`src/rtl/fire_sched_pkg.sv`:
```
// fire_sched_pkg: shared state/layer types and default sizes for the fire expand scheduler
package fire_sched_pkg;
  typedef enum logic [2:0] {IDLE, ARB, RUN, DRAIN, WRITE, DONE} state_t;
  typedef enum logic {FIRE2, FIRE3} layer_t;
  localparam int WOUT_DEF = 64;
  localparam int CHIN_DEF = 16;
  localparam int DSP_NO_DEF = 64;
endpackage

```
`src/rtl/fire_sched_addr_gen.sv`:
```
// fire_sched_addr_gen: pixel/channel counters and ifm/ofm address generation
module fire_sched_addr_gen
  import fire_sched_pkg::*;
#(
  parameter int WOUT = WOUT_DEF,
  parameter int CHIN = CHIN_DEF,
  parameter int IA_W = $clog2(WOUT * WOUT * CHIN),
  parameter int OA_W = $clog2(WOUT * WOUT)
) (
  input  logic            clk,
  input  logic            rst,
  input  logic            clr,
  input  logic            inc_c,
  input  logic            inc_p,
  output logic [IA_W-1:0] ifm_addr,
  output logic [OA_W-1:0] ofm_addr,
  output logic            last_c,
  output logic            last_p
);
  localparam int CW = CHIN > 1 ? $clog2(CHIN) : 1;
  localparam int NPIX = WOUT * WOUT;
  logic [CW-1:0] c;
  logic [OA_W-1:0] p;
  assign last_c = c == CW'(CHIN - 1);
  assign last_p = p == OA_W'(NPIX - 1);
  assign ifm_addr = IA_W'(p) * IA_W'(CHIN) + IA_W'(c);
  assign ofm_addr = p;
  // channel counter wraps on the last read so the next pixel starts at channel 0
  always_ff @(posedge clk) begin
    if (!rst || clr) begin
      c <= '0;
      p <= '0;
    end else begin
      if (inc_c) c <= last_c ? '0 : c + 1'b1;
      if (inc_p) p <= p + 1'b1;
    end
  end
endmodule

```
`src/rtl/fire_expand_scheduler.sv`:
```
// fire_expand_scheduler: fire2/fire3 expand-1x1 arbiter and per-pixel sequencer; FIRE_SCHED_STATS_EN adds run/stall counters
module fire_expand_scheduler
  import fire_sched_pkg::*;
#(
  parameter int WOUT   = WOUT_DEF,
  parameter int CHIN   = CHIN_DEF,
  parameter int DSP_NO = DSP_NO_DEF,
  parameter int IA_W   = $clog2(WOUT * WOUT * CHIN),
  parameter int OA_W   = $clog2(WOUT * WOUT)
) (
  input  logic            clk,
  input  logic            rst,
  input  logic            req_2,
  input  logic            req_3,
  input  logic            ifm_valid,
  input  logic            ofm_ready,
  output logic            grant_2,
  output logic            grant_3,
  output logic [IA_W-1:0] ifm_addr,
  output logic            mac_en,
  output logic            sample,
  output logic            ofm_we,
  output logic [OA_W-1:0] ofm_addr,
  output logic            finish_2,
  output logic            finish_3,
  output logic            busy
`ifdef FIRE_SCHED_STATS_EN
  ,
  output logic [31:0]     run_cycles,
  output logic [31:0]     stall_cycles
`endif
);
  if (DSP_NO < 1) begin : g_bad_dsp
    $error("DSP_NO must be positive");
  end
  state_t state;
  layer_t layer;
  logic last_c, last_p;
  assign busy = state != IDLE;
  assign grant_2 = busy && layer == FIRE2;
  assign grant_3 = busy && layer == FIRE3;
  assign ofm_we = state == WRITE;
  assign finish_2 = state == DONE && layer == FIRE2;
  assign finish_3 = state == DONE && layer == FIRE3;
  fire_sched_addr_gen #(.WOUT(WOUT), .CHIN(CHIN), .IA_W(IA_W), .OA_W(OA_W)) u_addr (
    .clk     (clk),
    .rst     (rst),
    .clr     (state == ARB || state == DONE),
    .inc_c   (state == RUN && ifm_valid),
    .inc_p   (state == WRITE && ofm_ready && !last_p),
    .ifm_addr(ifm_addr),
    .ofm_addr(ofm_addr),
    .last_c  (last_c),
    .last_p  (last_p)
  );
  // layer is chosen as the engine leaves IDLE so the grant is already visible during ARB
  always_ff @(posedge clk) begin
    if (!rst) begin
      state  <= IDLE;
      layer  <= FIRE2;
      mac_en <= 1'b0;
      sample <= 1'b0;
    end else begin
      mac_en <= state == RUN && ifm_valid;
      sample <= state == DRAIN;
      case (state)
        IDLE: if (req_2 || req_3) begin
          state <= ARB;
          layer <= req_2 ? FIRE2 : FIRE3;
        end
        ARB:   state <= RUN;
        RUN:   if (ifm_valid && last_c) state <= DRAIN;
        DRAIN: state <= WRITE;
        WRITE: if (ofm_ready) state <= last_p ? DONE : RUN;
        DONE:  state <= IDLE;
        default: state <= IDLE;
      endcase
    end
  end
`ifdef FIRE_SCHED_STATS_EN
  logic stall_now;
  assign stall_now = (state == RUN && !ifm_valid) || (state == WRITE && !ofm_ready);
  // run_cycles spans the request cycle through DONE, i.e. the full layer latency
  always_ff @(posedge clk) begin
    if (!rst) begin
      run_cycles   <= '0;
      stall_cycles <= '0;
    end else if (state == IDLE && (req_2 || req_3)) begin
      run_cycles   <= 32'd1;
      stall_cycles <= '0;
    end else if (busy) begin
      run_cycles   <= run_cycles + 32'd1;
      stall_cycles <= stall_cycles + 32'(stall_now);
    end
  end
`endif
endmodule
```
`config.mk`:
```
export PLATFORM = sky130hd
export DESIGN_NAME = fire_expand_scheduler
export DESIGN_NICKNAME = d
export VERILOG_FILES = /design/src/rtl/fire_sched_pkg.sv /design/src/rtl/fire_sched_addr_gen.sv /design/src/rtl/fire_expand_scheduler.sv
export SDC_FILE = /design/constraint.sdc
export NUM_CORES = 1
export LEC_CHECK = 0
export CAP_MARGIN = 10
export CORE_ASPECT_RATIO = 0.8
export CORE_MARGIN = 2
export CORE_UTILIZATION = 37
export DETAILED_ROUTE_END_ITERATION = 16
export PLACE_DENSITY = 0.72
export SLEW_MARGIN = 15
export SYNTH_ARGS = -nofsm -noshare
export SYNTH_HDL_FRONTEND = slang
export SYNTH_SLANG_ARGS = --single-unit
```
`constraint.sdc`:
```
create_clock -name clk -period 1.55 [get_ports clk]
set_input_delay 0.31 -clock clk [delete_from_list [all_inputs] [get_ports clk]]
set_output_delay 0.31 -clock clk [all_outputs]
set_load 0.05 [all_outputs]
```
# Word-level counts from Yosys, hierarchy flattened
# Index checks and enable logic that the tools add are counted.
dict set report classes {
  muxes 7
  addsub 3
  reduce_logical 17
  eq_ne 10
  bitwise 1
}
# cell n
set op_table {}
lappend op_table {{adder 16 x 4 -> 16 bit} 1}
lappend op_table {{one-hot mux 3 bit (5 select lines)} 1}
lappend op_table {{adder 12 x 1 -> 12 bit (second input constant)} 1}
lappend op_table {{== test 12 bit (second input constant)} 1}
lappend op_table {{2-to-1 mux 3 bit} 4}
lappend op_table {{logical AND 1 bit} 8}
lappend op_table {{== test 3 x 2 -> 1 bit (second input constant)} 2}
lappend op_table {{== test 3 bit (second input constant)} 2}
lappend op_table {{adder 4 x 1 -> 4 bit (second input constant)} 1}
lappend op_table {{== test 4 bit (second input constant)} 1}
lappend op_table {{2-to-1 mux 4 bit} 1}
lappend op_table {{inequality test 2 bit (second input constant)} 2}
lappend op_table {{== test 3 x 1 -> 1 bit (second input constant)} 1}
lappend op_table {{logical NOT 3 bit} 1}
lappend op_table {{logical OR 1 bit} 3}
lappend op_table {{AND reduction 3 bit} 1}
lappend op_table {{nonzero test 3 bit} 1}
lappend op_table {{logical NOT 1 bit} 2}
lappend op_table {{inequality test 2 x 1 -> 1 bit (second input constant)} 1}
lappend op_table {{AND reduction 2 bit} 1}
lappend op_table {{2-to-1 mux 1 bit} 1}
lappend op_table {{NOT 1 bit} 1}
dict set report totals {
  in_bits 6
  output_inout_bits 36
  reg_bits 22
  word_cells 44
}

# Longest topological paths before layout
# Gate-level depths: netlist of the first run.
dict set report logic_depth {
  ltp_word 4
  depth_mapped 6
}

# Hierarchy
# A second synthesis of the first run with hierarchy kept.
dict set report unflattened {
  hier_cells 137
  hier_area_um2 1216.2
}
# module n_inst cells_each area_per_inst_um2
set modules_own_cells {}
lappend modules_own_cells {fire_sched_addr_gen 1 98 842.1}
lappend modules_own_cells {fire_expand_scheduler 1 39 374.1}

# Least setup slack after synthesis of the first run
# No wires, ideal clock.
dict set report synth_path {
  path_type {register -> register}
  startpoint {register u_addr.p[0] (netlist: u_addr.ofm_addr[0])}
  endpoint {register u_addr.p[7] (netlist: u_addr.ofm_addr[7])}
  path_buffers 1
  arrival_time_ns 1.878
  synth_period_minus_slack_ns 1.979
  stages_incl_launch_ff 7
  path_slack_ns -0.429
  required_ns 1.449
  path_cell_list {dfxtp_1 > ha_1 > nand3_1 > nor3_2 > buf_4 > o311ai_0 > o41ai_1}
}
dict set report synth_between {
  elab_chain_len 3
  elab_cells_between_ends 4
}
# item line_no
set synth_rtl {}
lappend synth_rtl {{start, declared} fire_sched_addr_gen.sv:23} ;# logic [OA_W-1:0] p;
lappend synth_rtl {{start signal, assigned} fire_sched_addr_gen.sv:35} ;# if (inc_p) p <= p + 1'b1;
lappend synth_rtl {{branches (longest 3 deep; another with adder 12 x 1 -> 12 bit)} n/a}
# Parallel ways; which one is timed is not known.
# A chain may end at the register's enable or synchronous reset.

# Worst setup path in the final report of the first run
dict set report layout_path {
  startpoint {register u_addr.p[0] (netlist: u_addr.ofm_addr[0])}
  endpoint {register u_addr.p[9] (netlist: u_addr.ofm_addr[9])}
}
# The elaborated chain is that of the path after synthesis.

==> impl_metrics.env, run 1 <==
export IMPL_grt_total_usage_pct=21.6
export IMPL_initial_core_util_pct=38.9
export IMPL_clk_pin_slew_worst_paths_ns=0.08
export IMPL_synth_most_common_cell="dfxtp_1"
export IMPL_use_met2_pct=38.3
export IMPL_rows=18
export IMPL_fin_worst_skew_ns=0.00839
export IMPL_power_mw=1.48
export IMPL_whs_ns=0.551
export IMPL_hold_path_class="flip-flop to flip-flop"
export IMPL_yosysTopAreaCell="dfxtp_1"
export IMPL_viasPerCell=5.79
export IMPL_gp_congestion=0.809
export IMPL_post_route_min_period_ns=1.63
export IMPL_hold_buffers=0
export IMPL_yosysSeqAreaShare_pct=36.4
export IMPL_crit_chain="buf_4, and3_1, nand4_1, or4_1, a21oi_1"
export IMPL_grt_pass1_vias=1259
export IMPL_synthesis_nets=152
export IMPL_crit_path_max_incr_delay_ns=0.52
export IMPL_avgSynthCellArea_um2=8.40
export IMPL_p_leak_nw=0.972
export IMPL_synth_async_reset_ratio_pct=0
export IMPL_cts_made_buffers=3
export IMPL_syn_area_mm2=0.00121
export IMPL_worstSkewPairLatency_ns=0.26
export IMPL_area_growth_pct=103
export IMPL_outcome="finished with violations"
export IMPL_dr_total_vias=1523
export IMPL_routedWlPerCell_um=17.9
export IMPL_drc_errors=0
export IMPL_use_met1_pct=26.4
export IMPL_fin_tns_setup_ns=-0.332
export IMPL_maxCapViolCount=0
export IMPL_report_final_slew_viol_count=0
export IMPL_worst_pin_slew_ns=0.440
export IMPL_place_ws_ns=-0.305
export IMPL_placed_cells=244
export IMPL_worst_endpoint_required_ns=1.73
export IMPL_busiest_layer="met2"
export IMPL_max_freq_mhz=613
export IMPL_grt_pass1_wl_um=5910
export IMPL_fin_util_pct=79.0
export IMPL_violations="negative setup slack"
export IMPL_worst_r2r_setup_slack_ns=-0.08
export IMPL_ys_ff_latch=22
export IMPL_cp_slowest_cell="or4_1"
export IMPL_clock_path_buffers=2
export IMPL_die_height_um=55.1
export IMPL_synthCells=144
export IMPL_synth_top_cell_area_share_pct=36.4
export IMPL_antenna_cells=0
export IMPL_dp_hpwl_um=2870
export IMPL_crit_buf_inv=1
export IMPL_critPathCaptureType="flip-flop"
export IMPL_finalSetupViolCount=9
export IMPL_synthTopCellsByArea="dfxtp_1 (36%), buf_4 (8.7%), a21oi_1 (6.6%), or3_1 (3.6%), nand2_1 (3.4%)"
export IMPL_first_iter_violations=113
export IMPL_placement_io_buffers=41
export IMPL_fin_cells=263
export IMPL_cts_htree_levels=1
export IMPL_cp_max_fo=5
export IMPL_io_pins=42
export IMPL_drive_gt1_share_pct=57.8
export IMPL_synth_edf_count=0
export IMPL_cts_root_buf="clkbuf_8"
export IMPL_layout_nets=232
export IMPL_final_antenna_net_count=0
export IMPL_yosysWarnings=0
export IMPL_hold_viol=0
export IMPL_grt_start_max_net_pins=13
export IMPL_irDropWorstVdd_mv=0.496
export IMPL_max_slew_margin_pct=70.5
export IMPL_finalCritPeriodShare_pct=105
export IMPL_clock_sinks=22
export IMPL_dieWidth_um=67.9
export IMPL_die_area_mm2=0.00375
export IMPL_power_density_mw_per_mm2=601
export IMPL_grt_util_met3_pct=6.28
export IMPL_layout_setup_ws_ns=-0.0825
export IMPL_crit_family="simple AND/OR/NAND/NOR gates"
export IMPL_final_area_mm2=0.00245
export IMPL_worstSetupPathType="flip-flop to flip-flop"
export IMPL_core_area_mm2=0.00311
export IMPL_antenna_found_initial=0
export IMPL_synthFlopType="dfxtp_1"
export IMPL_drtPass1Iterations=4
export IMPL_synth_common_cells="dfxtp_1 (22), a21oi_1 (16), buf_4 (14)"
export IMPL_cp_start_kind="flip-flop"
export IMPL_ys_types=35
export IMPL_grt_overflow_total=0
export IMPL_cts_tree="built"
export IMPL_dpl_instance_area_mm2=0.00215
export IMPL_arrival_ns=1.81
export IMPL_route_final_wire_length_um=4720
export IMPL_rsz0062_at_grt="yes"
worst min-delay path, stage by stage (launching register included):
cell     delay [ns]
dfxtp_4        0.37
o21ai_0        0.08
a21oi_1        0.07
registers in the layout, indices dropped and copies added, names as in the netlist:
name,count
state,3
sample,1
mac_en,1
layer,1
u_addr.ofm_addr,12
u_addr.c,4
layer usage:
metal | share of wire, % | routed length (um)
met5 | 0 | 0
met4 | 2.0 | 95
met3 | 8.7 | 412
met2 | 50 | 2340
met1 | 40 | 1870
path summary, 6_finish.rpt:
check | from | endpoint | cells past startpoint
worst max-delay path | u_addr.ofm_addr[0] | u_addr.ofm_addr[9] | 5
worst min-delay path | u_addr.ofm_addr[5] | u_addr.ofm_addr[5] | 2
worst max register to register | u_addr.ofm_addr[0] | u_addr.ofm_addr[9] | 5
worst min register to register | u_addr.ofm_addr[5] | u_addr.ofm_addr[5] | 2
cell usage in the layout (no fill, tap or decap), drive strengths merged, types with 2 or more instances in the layout:
cell,instances
o311ai,2
inv,4
o31ai,4
a21oi,16
or4,3
ha,2
or3,7
nor2b,2
mux2i,4
nand3,4
nor3,6
nand2,12
and3,3
clkdlybuf4s50,4
and4bb,2
dfxtp,22
nand4,6
o21ai,7
o41ai,2
clkbuf,3
nor2,9
buf,86
area by class of cell:
type                       instances  area, um^2
inverter                           4        15.0
fill                             165         653
tap                               40        50.0
multi-input combinational        102         751
clock buffer                       3        41.3
sequential                        22         474
clock inverter                     1        3.75
timing repair buffer              91        1120
logic make-up after synthesis:
logic type,Yosys count,synth area share [%]
flops,22,36.4
buf+inv,21,11.2
mux,4,3.31
simple gates,59,28.6
compound gates,35,17.7
fa+ha+maj,2,2.07
xor+xnor,1,0.724
repair_timing:
item,in CTS,in global routing
endpoints found under the setup margin,12,20
pin swaps,3,10
resized for setup,13,26
gates cloned,0,1
endpoints found under the hold margin,0,0
buffers inserted,4,10
report_power, final:
| group | internal [mW] | switching [mW] | total [mW] | leakage (nW) |
|---|---|---|---|---|
| combinational | 0.230 | 0.266 | 0.496 | 0.762 |
| clock | 0.177 | 0.188 | 0.365 | 0.0231 |
| sequential | 0.583 | 0.0332 | 0.616 | 0.187 |
| total | 0.990 | 0.487 | 1.48 | 0.972 |
No activity file was read; power rests on OpenSTA's default activity.
==> run 2, diff against run 1 <==
--- a/config.mk
+++ b/config.mk
@@ -5,9 +5,8 @@
 export SDC_FILE = /design/constraint.sdc
 export NUM_CORES = 1
 export LEC_CHECK = 0
-export CAP_MARGIN = 10
+export CAP_MARGIN = 20
 export CORE_ASPECT_RATIO = 0.8
-export CORE_MARGIN = 2
 export CORE_UTILIZATION = 37
 export DETAILED_ROUTE_END_ITERATION = 16
 export PLACE_DENSITY = 0.72
==> impl_metrics.env, run 2 (synthesis gave the netlist of run 1 again) <==
export IMPL_maxCapViolCount=0
export IMPL_cp_max_fo=6
export IMPL_drive_gt1_share_pct=52.9
export IMPL_fin_util_pct=74.9
export IMPL_worstSkewPairLatency_ns=0.26
export IMPL_antenna_found_initial=0
export IMPL_critPathCaptureType="output port"
export IMPL_whs_ns=0.496
export IMPL_drtPass1Iterations=4
export IMPL_cp_start_kind="flip-flop"
export IMPL_cts_root_buf="clkbuf_8"
export IMPL_clock_sinks=22
export IMPL_min_path_cells=1
export IMPL_dpl_instance_area_mm2=0.00211
export IMPL_layout_nets=219
export IMPL_switching_share_pct=32.0
export IMPL_power_density_mw_per_mm2=605
export IMPL_grt_start_max_net_pins=13
export IMPL_final_antenna_net_count=0
export IMPL_arrival_ns=1.24
export IMPL_outcome="finished clean"
export IMPL_hold_buffers=0
export IMPL_area_growth_pct=92.5
export IMPL_worstSetupPathType="flip-flop to output port"
export IMPL_hold_path_class="flip-flop to flip-flop"
export IMPL_seq_power_share_pct=44.2
export IMPL_reg2reg_depth=5
export IMPL_dieWidth_um=65.9
export IMPL_die_height_um=53.1
export IMPL_worst_pin_slew_ns=0.397
export IMPL_worst_r2r_setup_slack_ns=0.03
export IMPL_drc_errors=0
export IMPL_critPathCapture="ofm_we"
export IMPL_placement_io_buffers=41
export IMPL_irDropWorstVdd_mv=0.580
export IMPL_finalCritPeriodShare_pct=99.8
export IMPL_clk_pin_slew_worst_paths_ns=0.08
export IMPL_max_freq_mhz=646
export IMPL_dr_total_vias=1417
export IMPL_crit_path_start="state[0]"
export IMPL_rsz0062_at_grt="yes"
export IMPL_core_area_mm2=0.00311
export IMPL_fin_worst_skew_ns=0.00159
export IMPL_pwr_share_comb_pct=30.0
export IMPL_largest_reg_flops=12
export IMPL_clockPowerShare_pct=25.8
export IMPL_max_slew_margin_pct=73.5
export IMPL_grt_pass1_wl_um=5980
export IMPL_power_switching_mw=0.451
export IMPL_cts_made_buffers=3
export IMPL_fin_cells=250
export IMPL_grt_pass1_vias=1317
export IMPL_io_pins=42
export IMPL_mostFrequentLayoutCells="buf_4 (36), buf_12 (31), a21oi_1 (14)"
export IMPL_final_area_mm2=0.00233
export IMPL_initial_core_util_pct=38.9
export IMPL_cts_htree_levels=1
export IMPL_p_leak_nw=0.898
export IMPL_grt_total_usage_pct=22.8
export IMPL_placed_cells=238
export IMPL_fin_tns_setup_ns=0
export IMPL_final_common_cell="buf_4"
export IMPL_antenna_cells=0
export IMPL_report_final_slew_viol_count=0
export IMPL_p_int_mw=0.957
export IMPL_regToRegEndpoint="u_addr.ofm_addr[6]"
export IMPL_clock_path_buffers=2
export IMPL_finalSetupViolCount=0
export IMPL_viasPerCell=5.67
export IMPL_first_iter_violations=55
export IMPL_gp_congestion=0.884
export IMPL_worst_endpoint_required_ns=1.24
export IMPL_hold_viol=0
export IMPL_r2r_start="u_addr.ofm_addr[0]"
export IMPL_grt_overflow_total=0
export IMPL_routedWlPerCell_um=15.9
export IMPL_post_route_min_period_ns=1.55
export IMPL_dp_hpwl_um=2630
export IMPL_die_area_mm2=0.00350
export IMPL_route_final_wire_length_um=3980
export IMPL_cts_tree="built"
export IMPL_rows=18
[run 2: cell count changes in the layout (fill, tap and decap cells not counted), sizes merged]
cell	before	now
dlymetal6s2s	1	0
clkinv	1	0
dlygate4sd2	0	1
buf	86	74
clkbuf	3	4
nor3	6	5
[run 2: worst min-delay path by stage]
stage | slack (ns) | endpoint | start
after global routing | 0.53 | state[0] | state[0]
after floorplan | 0.41 | layer | req_2
final | 0.50 | state[0] | state[0]
after global placement | 0.50 | state[0] | state[0]
after detailed placement | 0.53 | state[0] | state[0]
after CTS | 0.47 | state[0] | state[0]
[run 2: per-layer routing]
layer | global-route usage, % | up-vias | wire length (um)
met1 | 28.0 | 669 | 1570
met4 | 10.6 | 0 | 93
met5 | 0 | - | 0
met3 | 4.96 | 10 | 260
met2 | 38.1 | 82 | 2050
li1 | - | 656 | -
[run 2: power groups by stage]
| stage | sequential (mW) | combinational, mW | clock, mW |
|---|---|---|---|
| 2_1_floorplan | 0.621 | 0.227 | 0 |
| 3_3_place_gp | 0.622 | 0.339 | 0 |
| 3_5_place_dp | 0.625 | 0.346 | 0 |
| 4_1_cts | 0.621 | 0.369 | 0.367 |
| 5_1_grt | 0.627 | 0.448 | 0.394 |
| 6_report | 0.622 | 0.423 | 0.363 |
[run 2: layout make-up]
class,count,area (um^2)
Sequential cell,22,472
Fill cell,187,779
Inverter,4,15.0
Timing Repair Buffer,79,1020
Multi-Input combinational cell,101,728
Clock buffer,4,45.0
Tap cell,40,50.0
[run 2: worst max-delay path, stage by stage (launching register included)]
cell,delay [ns]
dfxtp_4,0.37
buf_6,0.12
nor3b_4,0.21
buf_6,0.14
buf_12,0.13
[run 2: per-stage QoR]
stage / power (mW) / setup WS, ns
after floorplan: 0.847 / -0.198
after global placement: 0.961 / -0.236
after detailed placement: 0.971 / -0.454
after CTS: 1.36 / -0.00829
after global routing: 1.47 / -0.0974
final: 1.41 / 0.00267
[run 2: what timing repair did]
action	in CTS	in global routing
endpoints found under the hold margin	0	0
resized for setup	18	13
buffers inserted	6	3
setup endpoints to repair	15	15
pin swaps	4	10
==> run 3, diff against run 2 <==
--- a/config.mk
+++ b/config.mk
@@ -5,11 +5,12 @@
 export SDC_FILE = /design/constraint.sdc
 export NUM_CORES = 1
 export LEC_CHECK = 0
+export ABC_AREA = 1
 export CAP_MARGIN = 20
 export CORE_ASPECT_RATIO = 0.8
 export CORE_UTILIZATION = 37
 export DETAILED_ROUTE_END_ITERATION = 16
-export PLACE_DENSITY = 0.72
+export PLACE_DENSITY = 0.71
 export SLEW_MARGIN = 15
 export SYNTH_ARGS = -nofsm -noshare
 export SYNTH_HDL_FRONTEND = slang
==> impl_metrics.env, run 3 <==
export IMPL_avgSynthCellArea_um2=6.64
export IMPL_synth_most_common_cell="nand2_1"
export IMPL_place_ws_ns=-0.00250
export IMPL_grt_util_met3_pct=4.92
export IMPL_cts_tree="built"
export IMPL_clk_pin_slew_worst_paths_ns=0.08
export IMPL_dieWidth_um=68.1
export IMPL_synth_edf_count=0
export IMPL_die_area_mm2=0.00374
export IMPL_report_final_slew_viol_count=0
export IMPL_use_met1_pct=23.1
export IMPL_finalSetupViolCount=0
export IMPL_routedWlPerCell_um=10.9
export IMPL_area_growth_pct=71.2
export IMPL_gp_congestion=0.878
export IMPL_hold_viol=0
export IMPL_die_height_um=54.9
export IMPL_viasPerCell=4.83
export IMPL_synth_async_reset_ratio_pct=0
export IMPL_rows=18
export IMPL_synth_compound_area_share_pct=9.28
export IMPL_drc_errors=0
export IMPL_cp_start_kind="flip-flop"
export IMPL_synthMuxAreaShare_pct=0
export IMPL_fin_tns_setup_ns=0
export IMPL_fin_worst_skew_ns=0.00660
export IMPL_drive_gt1_share_pct=36.2
export IMPL_core_area_mm2=0.00320
export IMPL_maxCapViolCount=0
export IMPL_rsz0062_at_grt="yes"
export IMPL_cp_max_fo=3
export IMPL_yosysTopAreaCell="dfxtp_1"
export IMPL_synthXorXnorAreaFrac_pct=3.38
export IMPL_synth_top_cell_area_share_pct=34.0
export IMPL_dr_total_vias=1367
export IMPL_cts_root_buf="clkbuf_8"
export IMPL_cts_made_buffers=3
export IMPL_grt_pass1_wl_um=4830
export IMPL_synthTopCellsByArea="dfxtp_1 (34%), nand2_1 (17%), buf_4 (7.0%), nor2_1 (7.0%), a21oi_1 (6.2%)"
export IMPL_synthFlopType="dfxtp_1"
export IMPL_synth_common_cells="nand2_1 (58), nor2_1 (24), dfxtp_1 (22)"
export IMPL_first_iter_violations=51
export IMPL_route_final_wire_length_um=3080
export IMPL_grt_start_max_net_pins=13
export IMPL_synthSimpleGateAreaFrac_pct=37.5
export IMPL_worst_pin_slew_ns=0.298
export IMPL_antenna_cells=0
export IMPL_hold_path_class="flip-flop to flip-flop"
export IMPL_post_route_min_period_ns=1.52
export IMPL_worstSkewPairLatency_ns=0.27
export IMPL_ys_types=22
export IMPL_synthesis_nets=203
export IMPL_initial_core_util_pct=40.5
export IMPL_multiInputGateArea_um2=709
export IMPL_whs_ns=0.506
export IMPL_io_pins=42
export IMPL_final_area_mm2=0.00222
export IMPL_irDropWorstVdd_mv=1.06
export IMPL_yosysWarnings=0
export IMPL_ff_latch_area_um2=462
export IMPL_p_leak_nw=0.892
export IMPL_placement_io_buffers=41
export IMPL_cts_htree_levels=1
export IMPL_yosysSeqAreaShare_pct=34.0
export IMPL_dpl_instance_area_mm2=0.00213
export IMPL_power_density_mw_per_mm2=877
export IMPL_max_slew_margin_pct=80.1
export IMPL_fin_cells=283
export IMPL_arrival_ns=1.21
export IMPL_clock_sinks=22
export IMPL_synth_top_family_by_area="simple AND/OR/NAND/NOR gates"
export IMPL_worstSetupPathType="flip-flop to output port"
export IMPL_hold_buffers=0
export IMPL_postCtsSetupRepairBufs=0
export IMPL_use_met2_pct=28.9
export IMPL_mostFrequentLayoutCells="nand2_1 (56), buf_12 (34), nor2_1 (21)"
export IMPL_final_common_cell="nand2_1"
export IMPL_layout_nets=252
export IMPL_worst_r2r_setup_slack_ns=0.20
export IMPL_worst_endpoint_required_ns=1.24
export IMPL_critPathCaptureType="output port"
export IMPL_final_antenna_net_count=0
export IMPL_antenna_found_initial=0
export IMPL_grt_total_usage_pct=17.5
export IMPL_syn_area_mm2=0.00129
export IMPL_finalCritPeriodShare_pct=97.9
export IMPL_dp_hpwl_um=2440
export IMPL_ys_ff_latch=22
export IMPL_placed_cells=279
export IMPL_grt_overflow_total=0
export IMPL_outcome="finished clean"
export IMPL_synthCells=195
export IMPL_busiest_layer="met2"
export IMPL_fill_cells=260
export IMPL_clock_path_buffers=2
export IMPL_grt_pass1_vias=1130
export IMPL_synth_adder_area_share_pct=1.93
export IMPL_largest_reg_flops=12
export IMPL_layout_setup_ws_ns=0.0318
export IMPL_drtPass1Iterations=4
export IMPL_max_freq_mhz=659
-- run 3: cell types whose count changed after synthesis, sizes merged, moves of 4 or more --
| cell | change |
|---|---|
| nand2 | +47 |
| or3 | -7 |
| o31ai | -4 |
| buf | -4 |
| inv | +16 |
| nand3 | +6 |
| nor2 | +19 |
| mux2i | -4 |
-- run 3: metal layers --
layer / vias to the layer above / wire [um]
met4: 0 / 7
met1: 605 / 1430
met2: 49 / 1430
met3: 3 / 201
met5: - / 0
li1: 710 / -
-- run 3: cell families after synthesis --
family | Yosys count
simple gates | 109
buf+inv | 33
compound gates | 24
flops | 22
xor+xnor | 5
fa+ha+maj | 2
-- run 3: final timing paths --
check	start	end	cells after the start
max	layer	finish_3	3
min	u_addr.ofm_addr[4]	u_addr.ofm_addr[4]	2
max reg2reg	u_addr.ofm_addr[1]	u_addr.ofm_addr[7]	8
min reg2reg	u_addr.ofm_addr[4]	u_addr.ofm_addr[4]	2
-- run 3: final cells by class --
| cell class | instances | area share, % |
|---|---|---|
| repair buffers | 57 | 39.1 |
| multi-input cells | 140 | 32.0 |
| flip-flops and latches | 22 | 20.8 |
| inverters | 20 | 3.39 |
| clock buffers | 4 | 2.48 |
| well taps | 40 | 2.26 |
-- run 3: power by group --
part           internal [mW]  switching (mW)
clock network          0.227           0.194
logic                  0.333           0.513
registers              0.617          0.0616
-- run 3: timing repair --
item                                    in CTS  in global routing
endpoints found under the setup margin       4                  5
resized for setup                            4                  8
pin swaps                                    0                  0
gates cloned                                 0                  0
-- run 3: stage by stage --
stage               power, mW  utilization [%]
floorplan                1.14                -
global placement         1.47             66.5
detailed placement       1.48             66.5
CTS                      1.91             68.4
global route             2.04             69.3
finish                   1.95             69.3
-- run 3: critical path: stages, from the launching register on --
cell and delay (ns):
dfxtp_1 0.42, inv_1 0.13, nor3_4 0.23, buf_12 0.16
